--- src/rtl/instruction_fetch_unit.sv ---
// Instruction fetch stage: owns the PC, fetches 16-bit words over a req/ack port
// and holds each word on `instruction` until the execute side reports completion.
//
// state | meaning
// ------+-------------------------------------------------------------
// IDLE  | one cycle after reset, launches the first fetch at pc
// FETCH | mem_req high with stable mem_addr, waiting for mem_ack
// EXEC  | instruction held valid, waiting for exec_done
// ERROR | fetch timed out, sticky until rst
module instruction_fetch_unit #(
   parameter int                    ADDR_WIDTH     = 16,
   parameter logic [ADDR_WIDTH-1:0] RESET_PC       = '0,
   parameter int                    TIMEOUT_CYCLES = 255
) (
   input  logic                  clk,
   input  logic                  rst,
   output logic [ADDR_WIDTH-1:0] mem_addr,
   output logic                  mem_req,
   input  logic                  mem_ack,
   input  logic [15:0]           mem_rdata,
   output logic [15:0]           instruction,
   output logic                  instruction_valid,
   input  logic                  exec_done,
   input  logic                  program_counter_increment,
   input  logic                  pc_load,
   input  logic [ADDR_WIDTH-1:0] pc_load_value,
   output logic [ADDR_WIDTH-1:0] pc,
   output logic                  fetch_error
);

   localparam int CNT_W = (TIMEOUT_CYCLES > 1) ? $clog2(TIMEOUT_CYCLES) : 1;
   localparam int TC_INT = (TIMEOUT_CYCLES > 0) ? TIMEOUT_CYCLES - 1 : 0;
   localparam logic [CNT_W-1:0] TC_LAST = CNT_W'(TC_INT);
   localparam bit TIMEOUT_EN = (TIMEOUT_CYCLES > 0);

   typedef enum logic [1:0] {
      IDLE  = 2'd0,
      FETCH = 2'd1,
      EXEC  = 2'd2,
      ERROR = 2'd3
   } state_t;

   state_t           state;
   logic [CNT_W-1:0] fetch_cnt;
   logic [ADDR_WIDTH-1:0] pc_next;
   logic             timeout_hit;

   // Jump target wins over the sequential step; the add wraps naturally.
   always_comb begin
      pc_next = pc + {{(ADDR_WIDTH-1){1'b0}}, program_counter_increment};
      if (pc_load)
         pc_next = pc_load_value;
   end

   always_comb begin
      timeout_hit = 1'b0;
      if (TIMEOUT_EN)
         timeout_hit = (fetch_cnt == TC_LAST);
   end

   always_ff @(posedge clk) begin
      if (rst) begin
         state             <= IDLE;
         pc                <= RESET_PC;
         mem_addr          <= RESET_PC;
         mem_req           <= 1'b0;
         instruction       <= 16'h0000;
         instruction_valid <= 1'b0;
         fetch_error       <= 1'b0;
         fetch_cnt         <= '0;
      end else begin
         case (state)
            IDLE: begin
               mem_req   <= 1'b1;
               mem_addr  <= pc;
               fetch_cnt <= '0;
               state     <= FETCH;
            end

            FETCH: begin
               if (mem_ack) begin
                  instruction       <= mem_rdata;
                  instruction_valid <= 1'b1;
                  mem_req           <= 1'b0;
                  fetch_cnt         <= '0;
                  state             <= EXEC;
               end else if (timeout_hit) begin
                  mem_req           <= 1'b0;
                  instruction_valid <= 1'b0;
                  fetch_error       <= 1'b1;
                  fetch_cnt         <= '0;
                  state             <= ERROR;
               end else begin
                  fetch_cnt <= fetch_cnt + 1'b1;
               end
            end

            EXEC: begin
               if (exec_done) begin
                  pc                <= pc_next;
                  mem_addr          <= pc_next;
                  mem_req           <= 1'b1;
                  instruction_valid <= 1'b0;
                  fetch_cnt         <= '0;
                  state             <= FETCH;
               end
            end

            ERROR: begin
               mem_req           <= 1'b0;
               instruction_valid <= 1'b0;
               fetch_error       <= 1'b1;
            end

            default: begin
               state   <= IDLE;
               mem_req <= 1'b0;
            end
         endcase
      end
   end

endmodule

--- config.mk ---
export PLATFORM = sky130hd
export DESIGN_NAME = instruction_fetch_unit
export DESIGN_NICKNAME = d
export VERILOG_FILES = /design/src/rtl/instruction_fetch_unit.sv
export SDC_FILE = /design/constraint.sdc
export NUM_CORES = 1
export LEC_CHECK = 0
export ABC_AREA = 0
export CAP_MARGIN = 20
export CORE_MARGIN = 2
export CORE_UTILIZATION = 35
export CTS_BUF_LIST = sky130_fd_sc_hd__clkbuf_8
export DETAILED_ROUTE_END_ITERATION = 6
export HOLD_SLACK_MARGIN = 0.15
export SYNTH_ARGS = -nofsm -noshare
export SYNTH_HDL_FRONTEND = slang
export SYNTH_SLANG_ARGS = --single-unit
--- constraint.sdc ---
create_clock -name clk -period 4.5 [get_ports clk]
set_clock_uncertainty 0.05 [all_clocks]
set_input_delay 0.9 -clock clk [delete_from_list [all_inputs] [get_ports clk]]
set_output_delay 0.9 -clock clk [all_outputs]
set_load 0.05 [all_outputs]
==> impl_metrics.py <==
metrics = {
    "outcome": {
        "run_status": "complete, no violations",
    },
    "worst_setup_path": {
        "critPathKind": "in2reg",
        "start_kind": "primary input",
        "arrival_ns": 3.10,
        "crit_path_end_kind": "flop",
        "critPathMaxFanout": 38,
        "cpMaxStageDelayCell": "nor3_2",
        "required_ns": 4.72,
        "path_delay_family": "simple AND/OR/NAND/NOR gates",
        "crit_chain": "clkdlybuf4s50_1 -> buf_4 -> nor3_2 -> o21ai_0 -> o2bb2ai_1 -> o21bai_1",
        "critical-path-max-stage-delay_ns": 0.91,
        "crit_buf_inv": 2,
        "ff2ff_setup_slack_ns": 1.87,
    },
    "logic_synthesis": {
        "syn_area_um2": 3170,
        "synth_common_cells": "dfxtp_1 (61), nand2_1 (59), a21oi_1 (40)",
        "async_flop_share": 0,
        "yosysMostFrequentCell": "dfxtp_1",
        "yosys_warnings": 0,
        "synthFlopType": "dfxtp_1",
        "postSynthNetCount": 432,
        "avgSynthCellArea_um2": 8.14,
        "synthDistinctLibCells": 59,
        "synth.largest_area_cell": "dfxtp_1",
        "synth-edff-count": 0,
        "synth_seq_cells": 61,
        "syn_inst": 390,
        "seq_area_frac_synth": 0.385,
        "yosys-top-cells-area": "dfxtp_1 (38%), nand2_1 (7.0%), a21oi_1 (6.3%)",
        "yosysTopAreaCellShare": 0.385,
    },
    "clock_tree": {
        "cts_sinks": 61,
        "cts_root_buffer": "clkbuf_8",
        "path_clk_slew_ns": 0.07,
        "cts_buffers": 9,
        "cts_buffer_depth": 2,
        "hold_buffers": 0,
        "clk_latency_ns": 0.34,
        "cts.repair.resized": 0,
        "tritoncts": "built",
        "cts_setup_buffers": 0,
        "cts_max_level": 3,
    },
    "finish": {
        "fillCellCount": 893,
        "synthToLayoutAreaGrowth_pct": 35.0,
        "finalNetCount": 507,
        "antennaDiodeCount": 0,
        "layout-drive-gt1-share": 0.0660,
    },
    "route": {
        "drt.antenna.violating_nets": 0,
        "firstDrtPassIters": 5,
        "drt-wirelength-per-cell_um": 15.8,
        "drc": 0,
        "vias": 3068,
        "drt-initial-drc-count": 152,
        "drt_wl_total_um": 9120,
        "viasPerCell": 5.31,
    },
    "power_and_ir_drop": {
        "ir_worst_vdd_uv": 209,
        "p_per_area_nw_per_um2": 317,
        "total_power_mw": 1.36,
        "p_leak_nw": 1.54,
    },
    "sta": {
        "setup_viol": 0,
        "post-route-worst-setup-slack_ns": 1.63,
        "post-route-period-util": 0.639,
        "relSlewSlack": 0.272,
        "hold_viol_final": 0,
        "period_minus_slack_ns": 2.87,
        "fmax_mhz": 348,
        "hold_ws_ns": 0.396,
        "rsz0062_at_grt": "no",
        "final_max_slew_viol_count": 0,
        "tightest_slew_ns": 1.09,
        "setup_tns_ns": 0,
    },
    "global_route": {
        "grt_max_degree": 39,
        "grt_usage": 0.192,
        "antenna_found_initial": 0,
        "grt_pass1_wl_um": 15000,
        "grt_pass1_vias": 2925,
        "overflow": 0,
    },
    "place": {
        "pre_cts_slack_ns": 1.29,
        "portBuffers": 88,
        "gp_congestion": 0.825,
        "dp.final_hpwl_um": 6130,
    },
    "floorplanning": {
        "die_w_um": 99.2,
        "start_util": 0.362,
        "io_pins": 89,
        "core_area_um2": 8760,
        "die_area_um2": 9840,
        "dieHeight_um": 99.2,
        "num_rows": 34,
    },
    "flow_run": {
        "max-cap-violations": 0,
    },
    "worst_hold_path": {
        "hold_class": "reg2reg",
    },
}
[worst min-delay path: cells and delay by family, from the launching register on]
family,cells,cell delay (ns)
AO/OA/AOI/OAI,1,0.05
flip-flops,1,0.31
AND/OR/NAND/NOR,1,0.05
[flip-flops by register name, summed over array words and instances (netlist names)]
register	flops
state	2
fetch_error	1
instruction	16
mem_req	1
mem_addr	16
pc	16
fetch_cnt	8
instruction_valid	1
[cell type report]
cell class	instances	area (um^2)	area share
sequential	61	1220	0.285
inverter	8	30.0	0.00701
timing repair buffer	92	911	0.213
clock inverter	6	110	0.0257
tap	108	135	0.0315
clock buffer	10	138	0.0321
multi-input combinational	293	1740	0.406
[power by group]
| group | switching (mW) | internal [mW] |
|---|---|---|
| Sequential | 0.0114 | 0.554 |
| Combinational | 0.113 | 0.0741 |
| Clock | 0.225 | 0.382 |
[placed cells by master, fill, tap and decap left out, types with 5 or more instances in the layout]
cell             count
mux2i_1              6
xor2_1               7
nand3_1             16
a21o_1               7
clkdlybuf4s50_1     88
clkbuf_8            10
dfxtp_1             61
xnor2_1              8
o21ai_0             19
inv_1                7
nor2b_1              6
nand2b_1             5
nand4_1              7
nand2_1             59
a211oi_1             6
nor2_1              35
a21oi_1             40
o31ai_1              5
[path summary, 6_finish.rpt]
path | to | startpoint | cells past startpoint
setup / recovery | mem_addr[9] | rst | 6
hold / removal | mem_addr[12] | mem_addr[12] | 2
setup reg to reg | pc[8] | state[0] | 4
hold reg to reg | mem_addr[12] | mem_addr[12] | 2
[kinds of logic (layout without fill, tap and decap cells)]
| family | Yosys count | count (layout) | synth area share |
|---|---|---|---|
| simple gates | 158 | 158 | 0.251 |
| compound gates | 110 | 110 | 0.221 |
| flops | 61 | 61 | 0.385 |
| buf+inv | 36 | 116 | 0.0670 |
| xor+xnor | 15 | 15 | 0.0414 |
| mux | 6 | 6 | 0.0189 |
| fa+ha+maj | 4 | 4 | 0.0158 |
[routing by layer]
layer,GRT usage,vias to the layer above,share of wire
met5,0,-,0
met4,0.0601,0,0.011
met2,0.298,101,0.46
met1,0.259,1425,0.46
li1,-,1535,-
met3,0.0527,7,0.065
[through the flow]
stage | std cells | utilization | cell area, um^2
floorplan | 390 | - | 3170
global placement | 562 | 0.461 | 4040
detailed placement | 562 | 0.461 | 4040
CTS | 578 | 0.489 | 4280
global route | 578 | 0.489 | 4280
finish | 578 | 0.489 | 4280
No activity file was read; power rests on OpenSTA's default activity.
